`config.mk`:
```
export PLATFORM = sky130hd
export DESIGN_NAME = freq_step_selector
export DESIGN_NICKNAME = d
export VERILOG_FILES = /design/src/rtl/freq_step_selector.sv
export SDC_FILE = /design/constraint.sdc
export NUM_CORES = 1
export LEC_CHECK = 0
export ABC_AREA = 1
export BUFFER_PORTS_ARGS = -buffer_cell sky130_fd_sc_hd__buf_2
export CORE_MARGIN = 2
export CORE_UTILIZATION = 47
export CTS_BUF_LIST = sky130_fd_sc_hd__clkbuf_2 sky130_fd_sc_hd__clkbuf_4 sky130_fd_sc_hd__clkbuf_8
export CTS_CLUSTER_SIZE = 8
export DETAILED_ROUTE_END_ITERATION = 8
export HOLD_SLACK_MARGIN = 0.05
export PLACE_DENSITY = 0.76
export SETUP_SLACK_MARGIN = 0.5
export SLEW_MARGIN = 30
export SYNTH_ARGS = -nofsm -noshare
export SYNTH_HDL_FRONTEND = slang
export SYNTH_SLANG_ARGS = --single-unit
```
`constraint.sdc`:
```
create_clock -name clk -period 1.55 [get_ports clk]
set_input_delay 0.31 -clock clk [delete_from_list [all_inputs] [get_ports clk]]
set_output_delay 0.31 -clock clk [all_outputs]
set_load 0.02 [all_outputs]
```
`src/rtl/freq_step_selector.sv`:
```
// freq_step_selector: steps a preset index up/down from debounced push buttons
// and drives the matching clock-divider value and frequency (Hz) from registers.
// Optional feature: define FREQ_STEP_AUTOREPEAT_EN to auto-repeat a held button
// after REPEAT_CYCLES cycles, then every REPEAT_CYCLES/4 cycles.
module freq_step_selector #(
  parameter int unsigned NUM_STEPS = 8,
  parameter int unsigned IDX_W = 3,
  parameter int unsigned DIV_W = 6,
  parameter int unsigned FREQ_W = 10,
  parameter logic [NUM_STEPS*DIV_W-1:0] DIV_TABLE =
    {6'd4, 6'd5, 6'd6, 6'd7, 6'd9, 6'd12, 6'd19, 6'd32},
  parameter logic [NUM_STEPS*FREQ_W-1:0] FREQ_TABLE =
    {10'd200, 10'd175, 10'd150, 10'd125, 10'd100, 10'd75, 10'd50, 10'd30},
  parameter int unsigned START_IDX = 0,
  parameter bit WRAP = 1'b1,
  parameter int unsigned REPEAT_CYCLES = 1000000
) (
  input  logic              clk,
  input  logic              reset,
  input  logic              PushBottonUp,
  input  logic              PushBottonDown,
  output logic [DIV_W-1:0]  FreqDivValue,
  output logic [FREQ_W-1:0] Freq,
  output logic [IDX_W-1:0]  idx,
  output logic              at_min,
  output logic              at_max,
  output logic              changed
);

  localparam logic [IDX_W-1:0] LAST_IDX = IDX_W'(NUM_STEPS - 1);
  localparam logic [IDX_W-1:0] START    = IDX_W'(START_IDX);

  // Reject parameter sets the index logic cannot represent
  generate
    if (NUM_STEPS < 2 || NUM_STEPS > 16 || (1 << IDX_W) < NUM_STEPS ||
        START_IDX >= NUM_STEPS || REPEAT_CYCLES < 4) begin : g_bad_params
      $error("freq_step_selector: illegal parameter combination");
    end
  endgenerate

  logic              up_q;
  logic              dn_q;
  logic              up_ev;
  logic              dn_ev;
  logic              step_up;
  logic              step_dn;
  logic [IDX_W-1:0]  idx_next;
  logic [DIV_W-1:0]  div_next;
  logic [FREQ_W-1:0] freq_next;

  // Rising-edge detection against the previous button levels
  assign up_ev = PushBottonUp & ~up_q;
  assign dn_ev = PushBottonDown & ~dn_q;

`ifdef FREQ_STEP_AUTOREPEAT_EN
  localparam int unsigned CNT_W = $clog2(REPEAT_CYCLES + 1);
  localparam logic [CNT_W-1:0] FIRST_LIMIT = CNT_W'(REPEAT_CYCLES);
  localparam logic [CNT_W-1:0] FAST_LIMIT  = CNT_W'(REPEAT_CYCLES / 4);

  logic [CNT_W-1:0] rep_cnt;
  logic [CNT_W-1:0] rep_cnt_inc;
  logic             rep_fast;
  logic             hold_one;
  logic             rep_fire;

  // A single button held at the same level as last cycle keeps the counter running
  always_comb begin
    hold_one    = (PushBottonUp ^ PushBottonDown) &
                  (PushBottonUp == up_q) & (PushBottonDown == dn_q);
    rep_cnt_inc = rep_cnt + CNT_W'(1);
    rep_fire    = hold_one & (rep_cnt_inc == (rep_fast ? FAST_LIMIT : FIRST_LIMIT));
  end

  // Repeat counter: slow first interval, then quarter-length intervals
  always_ff @(posedge clk) begin
    if (!reset) begin
      rep_cnt  <= '0;
      rep_fast <= 1'b0;
    end else if (!hold_one) begin
      rep_cnt  <= '0;
      rep_fast <= 1'b0;
    end else if (rep_fire) begin
      rep_cnt  <= '0;
      rep_fast <= 1'b1;
    end else begin
      rep_cnt  <= rep_cnt_inc;
    end
  end

  // Repeat events merge with the edge events
  assign step_up = (up_ev | (rep_fire & PushBottonUp)) &
                   ~(dn_ev | (rep_fire & PushBottonDown));
  assign step_dn = (dn_ev | (rep_fire & PushBottonDown)) &
                   ~(up_ev | (rep_fire & PushBottonUp));
`else
  // One step per rising edge; simultaneous edges cancel
  assign step_up = up_ev & ~dn_ev;
  assign step_dn = dn_ev & ~up_ev;
`endif

  // Next index with wrap/saturate end policy and out-of-range recovery
  always_comb begin
    idx_next = idx;
    if (idx > LAST_IDX) begin
      idx_next = START;
    end else if (step_up) begin
      if (idx < LAST_IDX) idx_next = idx + IDX_W'(1);
      else if (WRAP)      idx_next = '0;
    end else if (step_dn) begin
      if (idx != '0) idx_next = idx - IDX_W'(1);
      else if (WRAP) idx_next = LAST_IDX;
    end
  end

  // Preset lookup for the next index
  always_comb begin
    div_next  = '0;
    freq_next = '0;
    for (int i = 0; i < NUM_STEPS; i++) begin
      if (idx_next == IDX_W'(i)) begin
        div_next  = DIV_TABLE[i*DIV_W +: DIV_W];
        freq_next = FREQ_TABLE[i*FREQ_W +: FREQ_W];
      end
    end
  end

  // Registered index, presets, flags and change strobe
  always_ff @(posedge clk) begin
    if (!reset) begin
      up_q         <= 1'b1;
      dn_q         <= 1'b1;
      idx          <= START;
      FreqDivValue <= DIV_TABLE[START_IDX*DIV_W +: DIV_W];
      Freq         <= FREQ_TABLE[START_IDX*FREQ_W +: FREQ_W];
      at_min       <= (START == '0);
      at_max       <= (START == LAST_IDX);
      changed      <= 1'b0;
    end else begin
      up_q         <= PushBottonUp;
      dn_q         <= PushBottonDown;
      idx          <= idx_next;
      FreqDivValue <= div_next;
      Freq         <= freq_next;
      at_min       <= (idx_next == '0);
      at_max       <= (idx_next == LAST_IDX);
      changed      <= (idx_next != idx);
    end
  end

endmodule

```
# == After elaboration in Yosys (flattened, before gate mapping) ==
# Cells that the tools add are included.
# totals
input_bits,4
regBits,24
output_inout_bits,22
word_cells,64
# classes
eq_ne,8
muxes,21
reduce_logical,7
addsub,2
n_lt_le_gt_ge,2
bitwise,9
# ops
op,n
8-bit 2-to-1 mux,7
6-bit 2-to-1 mux,8
3-bit 2-to-1 mux,5
"3-bit equality test, second input constant",4
8-bit OR reduction,1
7-bit OR reduction,1
"3-bit by 2-bit equality test with 1-bit output, second input constant",2
5-bit 2-to-1 mux,1
1-bit NOT,5
5-bit OR reduction,1
1-bit AND,4
"3-bit by 1-bit adder with 3-bit output, second input constant",1
"3-bit by 1-bit equality test with 1-bit output, second input constant",1
"3-bit > comparator, second input constant",1
3-bit zero test,1
"3-bit less-than comparator, second input constant",1
3-bit != test,1
3-bit nonzero test,1
3-bit OR reduction,1
"3-bit by 1-bit subtractor with 3-bit output, second input constant",1
2-bit OR reduction,1

# == Longest topological paths before layout ==
# Gate-level depths: netlist of the first run.
# depth
ltp_word,16
ltp_mapped,12

# == Worst setup path after synthesis of the first run ==
# No wires, ideal clock.
# synth_timing
path_type,reg2reg
from,register idx[0]
to,register Freq[2]
required_time_ps,1430
path_buffers,0
path_stages_with_launch,11
setup_ps,120
t_arrival_ps,1569
setup_slack_ps,-139
path_cell_list,dfxtp_1 inv_1 ha_1 inv_1 nand2_1 nand2_1 nand3_2 inv_1 nand2_2 nand2_2 nand3_1
# synth_via
elab_chain_len,14
# synth_lines
item,line,source
start: declaration,24,"output logic [IDX_W-1:0] idx,"
start signal: assignment,141,idx <= idx_next;
3-bit by 1-bit subtractor with 3-bit output / 3-bit nonzero test (equally long branches),110,if (idx != '0) idx_next = idx - IDX_W'(1);
3-bit 2-to-1 mux,110,
3-bit 2-to-1 mux,109,end else if (step_dn) begin
3-bit 2-to-1 mux,106,end else if (step_up) begin
3-bit 2-to-1 mux (*),104,if (idx > LAST_IDX) begin
3-bit zero test,120,if (idx_next == IDX_W'(i)) begin
5-bit 2-to-1 mux,120,
8-bit 2-to-1 mux (6 in series),120,
8-bit 2-to-1 mux (*),120,
end signal: assignment,134,Freq <= FREQ_TABLE[START_IDX*FREQ_W +: FREQ_W];
end signal: assignment,143,Freq <= freq_next;
end: declaration,23,"output logic [FREQ_W-1:0] Freq,"
# Mark *: on every way between the ends. The rest lies on a longest branch, timed or not.
# A chain may end at the register's enable or synchronous reset.

# == Worst setup path in the final report of the first run ==
# layout_timing
from,register idx[0]
to,register FreqDivValue[5]
# layout_via
elab_chain_len,14
# layout_lines
item,line,source
3-bit by 1-bit subtractor with 3-bit output / 3-bit nonzero test (equally long branches),110,
3-bit 2-to-1 mux,110,
3-bit 2-to-1 mux,109,
3-bit 2-to-1 mux,106,
3-bit 2-to-1 mux (*),104,
3-bit zero test,120,
6-bit 2-to-1 mux (7 in series),120,
6-bit 2-to-1 mux (*),120,
end signal: assignment,133,FreqDivValue <= DIV_TABLE[START_IDX*DIV_W +: DIV_W];
end signal: assignment,142,FreqDivValue <= div_next;
end: declaration,22,"output logic [DIV_W-1:0] FreqDivValue,"
# Marks and branches as above.

==> metrics, run 1 <==
post-synthesis sequential area ratio 45.41%; CP startpoint idx[0]; Final Critical Period 1592 ps; RSZ-0062 raised after global routing yes; Max clock buf depth 2; Lkg Pwr 0.7049 nW; routed len/inst 12.36 µm; synthesized area 925.9 µm²; Hold-fix buffers, CTS 0; number of distinct library cells after synthesis 21; outcome finished with violations; WL final 2.238 mm; first-pass GRT wire length 3.194 mm; Via density 4.851; area leader, netlist dfxtp_1; Hold Crit Class in -> reg; H-tree depth 1; Layout Area Growth over Synthesis 58.92%; max-slew violation count 0; initial antenna violation count 0; Hold Fails Final Rpt 0; final setup fails 8; synth top area cells dfxtp_1 45%, nand2_1 11%, ha_1 5.4%; vias in the first global route 787; clk sink count 21; Rows 16; total grt overflow 0; period utilisation layout 102.7%; DRC Markers 0; Crit Path Class reg -> reg; Ys Warns 0; Worst Path Max Fanout 6; count of max-cap constraint violations 0; Fin Hold WS 208.1 ps; Die ar. 2341 µm²; Final Core Density 77.37%; clk_lat worst skew 310 ps; I/O pin cnt 26; Fmax 628.1 MHz; port bufs 23; Initial Util 48.68%; Worst Skew 8.130 ps; Num CTS Buffers 3; fin area 1471 µm²; Via Count 878; fin worst setup slack -42.04 ps; startpoint types flip-flop; Layout Nets 163; Mean Syn Cell Area 7.982 µm²; Die Y 48.39 µm; GPL Wtd Cong 0.8239; die extent in x 48.39 µm; flop and latch count out of synthesis 21; Max IR drop VDD 0.7566 mV; Iter 0 DRT Violations 18; clock-pin slew on the worst setup and hold paths 110 ps; Max stage delay on crit path 380 ps; power per cell area 991.2 nW/µm²; Post-DP HPWL 1.404 mm; ANT cells 0; Reg2Reg Depth 9; Critical-path top delay cell dfxtp_4; TritonCTS clock tree built; largest net degree at the start of global routing 12; worst endpoint data arrival time 1800 ps; post-synth top area share 45.41%; CP Capture Point FreqDivValue[5]; Worst Setup End Kind flip-flop; Place WS -6.187 ps; antenna viol nets, final 0; Post-Syn Instances 116; Root Driver clkbuf_4; reg2reg setup slack -40 ps; layout cells sized above 1 64.94%; reg-to-reg critical path startpoint idx[0]; Power Total 1.459 mW; FF-to-FF End FreqDivValue[5]; Tot GR Track Use 17.49%; Data required, critical path 1760 ps; area post-placement 1126 µm²; DR pass1 iterations 4; area of the multi-input gates 539.3 µm²; failing checks setup timing; CP Cell Sequence ha_4 > ha_4 > nand2_1 > nand2_2 > nand2_2 > nor2_4 > nand2_1 > inv_2 > nor2_1; sequential standard cell area 450.4 µm²; core footprint 1902 µm²; Fillers 124
-- final cells by class --
class / count / area share [%]
Multi-Input combinational cell: 75 / 36.65
Sequential cell: 21 / 30.61
Timing Repair Buffer: 36 / 22.96
Inverter: 18 / 5.442
Tap cell: 27 / 2.296
Clock buffer: 4 / 2.041
-- worst max-delay path: cells and delay by family (launching register included) --
kind,cells,cell delay (ps)
AND/OR/NAND/NOR,6,600
flip-flops,1,380
buffers and inverters,1,90
adder cells (fa/ha/maj),2,410
-- report_power, final --
group          leakage, nW  total, mW  internal, mW  switching [mW]
combinational        0.509      0.535         0.236           0.299
sequential           0.177      0.648         0.607          0.0408
clock               0.0184      0.275         0.118           0.157
-- what timing repair did --
action,in CTS,in global routing
endpoints found under the setup margin,39,39
pin swaps,4,8
gates resized for setup,49,32
buffers inserted,3,8
-- layer usage --
metal | GRT usage (%) | part of all wire (%)
met1 | 20.71 | 39
met2 | 29.40 | 52
met3 | 6.173 | 7.0
met4 | 6.190 | 0.98
met5 | 0 | 0
-- cells by family after synthesis --
family                     Yosys count  synth area share, %
AOI/OAI and AO/OA                    6                3.648
adders and majority gates            4                5.406
buffers and inverters               21                10.00
DFF                                 21                45.41
other                                1               0.4050
and+or+nand+nor                     63                35.14
-- Yosys cell counts --
cell	n
nand2_1	27
dfxtp_1	21
inv_1	13
nor2_1	10
nand2_2	8
nand3_1	8
a21oi_1	4
ha_1	4
inv_2	4
buf_4	3
nor2_2	3
nand4_1	2
a21oi_2	1
conb_1	1
inv_4	1
nand2_4	1
nand3_2	1
nand4_2	1
nor2_4	1
nor2_8	1
o21ai_0	1
-- per-stage QoR --
stage | instances | setup TNS, ps
final | 181 | -218.5
after detailed placement | 166 | -12.28
after CTS | 173 | 0
after floorplan | 117 | 0
after global placement | 166 | 0
after global routing | 181 | -1113
-- registers in the layout, indices dropped and copies added, names as in the netlist --
| register | cells |
|---|---|
| idx | 3 |
| FreqDivValue | 6 |
| Freq | 7 |
| changed | 1 |
| dn_q | 1 |
| at_max | 1 |
| at_min | 1 |
| up_q | 1 |
-- worst min path at each step --
stage | startpoint | end | slack, ps | depth (start not counted)
global placement | PushBottonUp | up_q | 520 | 3
floorplan | reset | Freq[1] | 380 | 1
detailed placement | PushBottonDown | dn_q | 530 | 3
CTS | PushBottonDown | dn_q | 210 | 3
finish | PushBottonDown | dn_q | 210 | 3
global route | PushBottonUp | up_q | 220 | 3
-- layout by cell type (no fill, tap or decap), drive strengths merged --
cell / netlist / layout
nand3: 9 / 9
conb: 1 / 2
nor2: 15 / 15
inv: 18 / 18
nand2: 36 / 36
nand4: 3 / 3
buf: 3 / 36
clkbuf: 0 / 4
a21oi: 5 / 5
o21ai: 1 / 1
dfxtp: 21 / 21
ha: 4 / 4
(Power assumes the default switching activity.)
==> run 2: changes to the inputs <==
ABC_AREA = default   (was 1)
==> run 2 against run 1 <==
Net effect: the flow now stops in 5_1_grt; synthesized area is 2.8% lower; synthesized cell count is 16% lower.
==> metrics, run 2 <==
area post-placement 1239 µm² (was 1126 µm²); synthesized area 899.6 µm² (was 925.9 µm²); largest net degree at the start of global routing 13; flop and latch count out of synthesis 21 (unchanged); Mean Syn Cell Area 9.274 µm² (was 7.982 µm²); outcome stopped before the end (was finished with violations); Ys Warns 0 (unchanged); Post-synth ARST share 0% (unchanged); clk sink count 21 (unchanged); die extent in x 47.75 µm (was 48.39 µm); last stage reached 5_1_grt; post-synthesis sequential area ratio 46.73% (was 45.41%); H-tree depth 1 (unchanged); worst_ep kind sequential cell input; Post-DP HPWL 1.569 mm (was 1.404 mm); port bufs 23 (unchanged); Rows 15 (was 16); Num CTS Buffers 3 (unchanged); Initial Util 50.99% (was 48.68%); Root Driver clkbuf_4 (unchanged); top cells by count, synth 21 x dfxtp_1, 10 x nor2_1, 8 x nand2_1, 6 x a21oi_1, 6 x inv_1 (was 27 x nand2_1, 21 x dfxtp_1, 13 x inv_1, 10 x nor2_1); Tool Error [ERROR DPL-0038] Utilization greater than 100%, impossible to legalize; Post-Syn Instances 97 (was 116); most frequent cell after synthesis dfxtp_1 (was nand2_1); I/O pin cnt 26 (unchanged); EDFF count, synth 0 (unchanged); Die Y 47.75 µm (was 48.39 µm); GPL Wtd Cong 0.8977 (was 0.8239); Max clock buf depth 2 (unchanged); GRT worst endpoint Freq[1]$_SDFF_PN1_/D; number of distinct library cells after synthesis 34 (was 21); area leader, netlist dfxtp_1 (unchanged); synth top area cells dfxtp_1 47%, ha_1 5.6%, nor2_1 4.2% (was dfxtp_1 45%, nand2_1 11%, ha_1 5.4%); Synth Flop Type dfxtp_1 (unchanged); post-synth top area share 46.73% (was 45.41%)
[run 2: cell types whose count changed after synthesis, moves of 4 or more]
cell      before  now
inv_1         13    6
inv_2          4    0
nand2_1       27    8
nand2_2        8    0
nand2b_1       0    4
nand3_1        8    1
[run 2: logic make-up after synthesis]
family / share of synthesized area [%]
AND/OR/NAND/NOR: 22.39
AO/OA/AOI/OAI: 16.97
flip-flops: 46.73
buffers and inverters: 5.979
adder cells (fa/ha/maj): 5.564
XOR/XNOR: 1.948
other: 0.4168
[run 2: what timing repair did]
action,CTS
buffers inserted,8
gates resized for setup,100
endpoints found under the setup margin,39
hold buffers,0
pin swaps,14
[run 2: metrics by stage]
step           utilization (%)  std cells  worst slack [ps]
3_3_place_gp             70.21        166            -384.4
4_1_cts                  93.62        178            -400.7
3_5_place_dp             70.21        166            -480.0
2_1_floorplan                -         98            -466.6
==> run 3: changes to the inputs <==
CORE_AREA = 2 2 63 65   (was default)
CORE_MARGIN = default   (was 2)
CORE_UTILIZATION = default   (was 47)
CTS_BUF_LIST = default   (was sky130_fd_sc_hd__clkbuf_2 sky130_fd_sc_hd__clkbuf_4 sky130_fd_sc_hd__clkbuf_8)
CTS_CLUSTER_SIZE = default   (was 8)
DIE_AREA = 0 0 65 67   (was default)
HOLD_SLACK_MARGIN = default   (was 0.05)
PLACE_DENSITY = default   (was 0.76)
PLACE_DENSITY_LB_ADDON = 0.15   (was default)
SETUP_SLACK_MARGIN = default   (was 0.5)
clock period = 2.02 ns   (was 1.55 ns; I/O delays follow)
==> run 3 against run 2 <==
Net effect: the flow now finishes, with violations (setup timing); synthesized cell count did not move; synthesized area did not move.
==> metrics, run 3 <==
outcome finished with violations (was stopped before the end); failing checks setup timing; startpoint types flip-flop; core footprint 3606 µm²; most frequent cell after synthesis dfxtp_1 (unchanged); first-pass GRT wire length 3.387 mm; Max IR drop VDD 0.3069 mV; DR pass1 iterations 4; area post-placement 1182 µm² (was 1239 µm²); I/O pin cnt 26 (unchanged); Die Y 67 µm (was 47.75 µm); die extent in x 65 µm (was 47.75 µm); Num CTS Buffers 3 (unchanged); RSZ-0062 raised after global routing yes; Cell Int Power 0.8438 mW; Via density 4.321; Hold-fix buffers, CTS 0 (unchanged); initial antenna violation count 0; synthesized area 899.6 µm² (unchanged); area leader, netlist dfxtp_1 (unchanged); WL final 2.046 mm; Post-Syn Instances 97 (unchanged); Worst Skew 1.865 ps; Sequential Power Share 40.0%; power per cell area 999.1 nW/µm²; worst endpoint data arrival time 2190 ps; largest net degree at the start of global routing 13; Fillers 394; Layout Area Growth over Synthesis 44.51%; top cells by count, synth 21 x dfxtp_1, 10 x nor2_1, 8 x nand2_1, 6 x a21oi_1, 6 x inv_1 (unchanged); Worst Setup End Kind flip-flop; Synth Flop Type dfxtp_1 (unchanged); flop and latch count out of synthesis 21 (unchanged); Post-synth ARST share 0% (unchanged); Reg with most FFs Freq; Data required, critical path 2170 ps; clk sink count 21 (unchanged); Ys Warns 0 (unchanged); Initial Util 24.95% (was 50.99%); DRC Markers 0; number of distinct library cells after synthesis 34 (unchanged); Comb pwr share 39.4%; EDFF count, synth 0 (unchanged); Lkg Pwr 0.6013 nW; largest registers Freq x7, FreqDivValue x6, idx x3; Crit Path Class reg -> reg; clk_lat worst skew 250 ps; H-tree depth 1 (unchanged); post-synthesis sequential area ratio 46.73% (unchanged); total grt overflow 0; commonest cells after routing, fill and taps aside 23 x buf_2, 19 x dfxtp_1, 19 x buf_4; max reg flops 7; switching pwr 0.4550 mW; vias in the first global route 807; Die ar. 4355 µm²; Max clock buf depth 2 (unchanged); routed len/inst 10.94 µm; Mean Syn Cell Area 9.274 µm² (unchanged); antenna viol nets, final 0; count of max-cap constraint violations 0; layout cells sized above 1 45.32%; port bufs 23 (unchanged); ANT cells 0; fin area 1300 µm²; Post-DP HPWL 1.589 mm (was 1.569 mm); GPL Wtd Cong 0.7452 (was 0.8977); Hold Fails Final Rpt 0; Iter 0 DRT Violations 20; Hold Crit Class in -> reg; max-slew violation count 0; Clock Power Share 20.6%; Worst Path Max Fanout 3; post-synth top area share 46.73% (unchanged); Switching Fraction 35.03%; Root Driver clkbuf_8 (was clkbuf_4); Final Critical Period 2039 ps; Rows 22 (was 15); TritonCTS clock tree built; period utilisation layout 101.0%; clock-pin slew on the worst setup and hold paths 70 ps; Via Count 808; final setup fails 1; fin worst setup slack -19.44 ps; synth top area cells dfxtp_1 47%, ha_1 5.6%, nor2_1 4.2% (unchanged); Layout Nets 148; Fmax 490.3 MHz; Tot GR Track Use 10.34%; Power Total 1.299 mW; commonest non-fill, non-tap cell in the layout buf_2
run 3: cell counts after synthesis:
No cell type changed its count.
run 3: per-layer routing:
layer	vias to the layer above	share of wire (%)	global-route usage, %
li1	413	-	-
met1	372	42	10.52
met2	21	52	19.33
met3	2	5.6	3.378
met4	0	0.88	4.255
met5	-	0	0
run 3: cell families (layout without fill, tap and decap cells):
logic type	Yosys count	count (layout)	synth area share (%)
other	1	2	0.4168
AO/OA/AOI/OAI	21	21	16.97
flip-flops	21	21	46.73
AND/OR/NAND/NOR	37	37	22.39
XOR/XNOR	2	2	1.948
buffers and inverters	11	52	5.979
adder cells (fa/ha/maj)	4	4	5.564
run 3: path summary, 6_finish.rpt:
path	from	endpoint	slack, ps	cells past startpoint
worst max-delay path	idx[0]	Freq[1]	-20	7
worst min-delay path	PushBottonUp	up_q	370	2
worst min register to register	idx[0]	changed	780	4
worst max register to register	idx[0]	Freq[1]	-20	7
run 3: layout make-up:
cell class	instances	area [µm²]	share of cell area (%)
Clock buffer	3	41.29	3.176
Clock inverter	1	5.005	0.3850
Inverter	6	25.02	1.925
Sequential cell	21	427.9	32.92
Timing Repair Buffer	42	257.7	19.83
Tap cell	48	60.06	4.620
Multi-Input combinational cell	66	483.0	37.15
run 3: per-stage QoR:
stage / utilization (%) / TNS (ps) / hold slack [ps] / cells / setup slack (ps)
4_1_cts: 35.84 / -17.93 / 359.6 / 188 / -17.93
2_1_floorplan: - / -32.09 / 505.5 / 98 / -32.09
3_5_place_dp: 32.79 / -115.1 / 630.7 / 181 / -79.11
5_1_grt: 36.05 / -128.7 / 368.6 / 187 / -81.76
6_report: 36.05 / -19.44 / 366.4 / 187 / -19.44
3_3_place_gp: 32.79 / -54.83 / 620.9 / 181 / -54.83
run 3: power groups by stage:
stage / Combinational [mW] / Clock (mW) / Sequential (mW)
after floorplan: 0.205 / 0 / 0.617
after global placement: 0.469 / 0 / 0.522
after detailed placement: 0.471 / 0 / 0.523
after CTS: 0.502 / 0.282 / 0.517
after global routing: 0.560 / 0.305 / 0.529
final: 0.512 / 0.267 / 0.519
run 3: worst max-delay path, stage by stage, from the launching register on:
cell and delay, ps:
dfxtp_4 370, ha_4 170, ha_4 260, nand2_2 40, a221o_1 340, or2_1 230, or3_4 380, a21o_1 160
run 3: what timing repair did:
action                                  CTS  global route
endpoints found under the setup margin    3             5
pin swaps                                 3             4
resized for setup                         8             6
setup buffers                             3             1
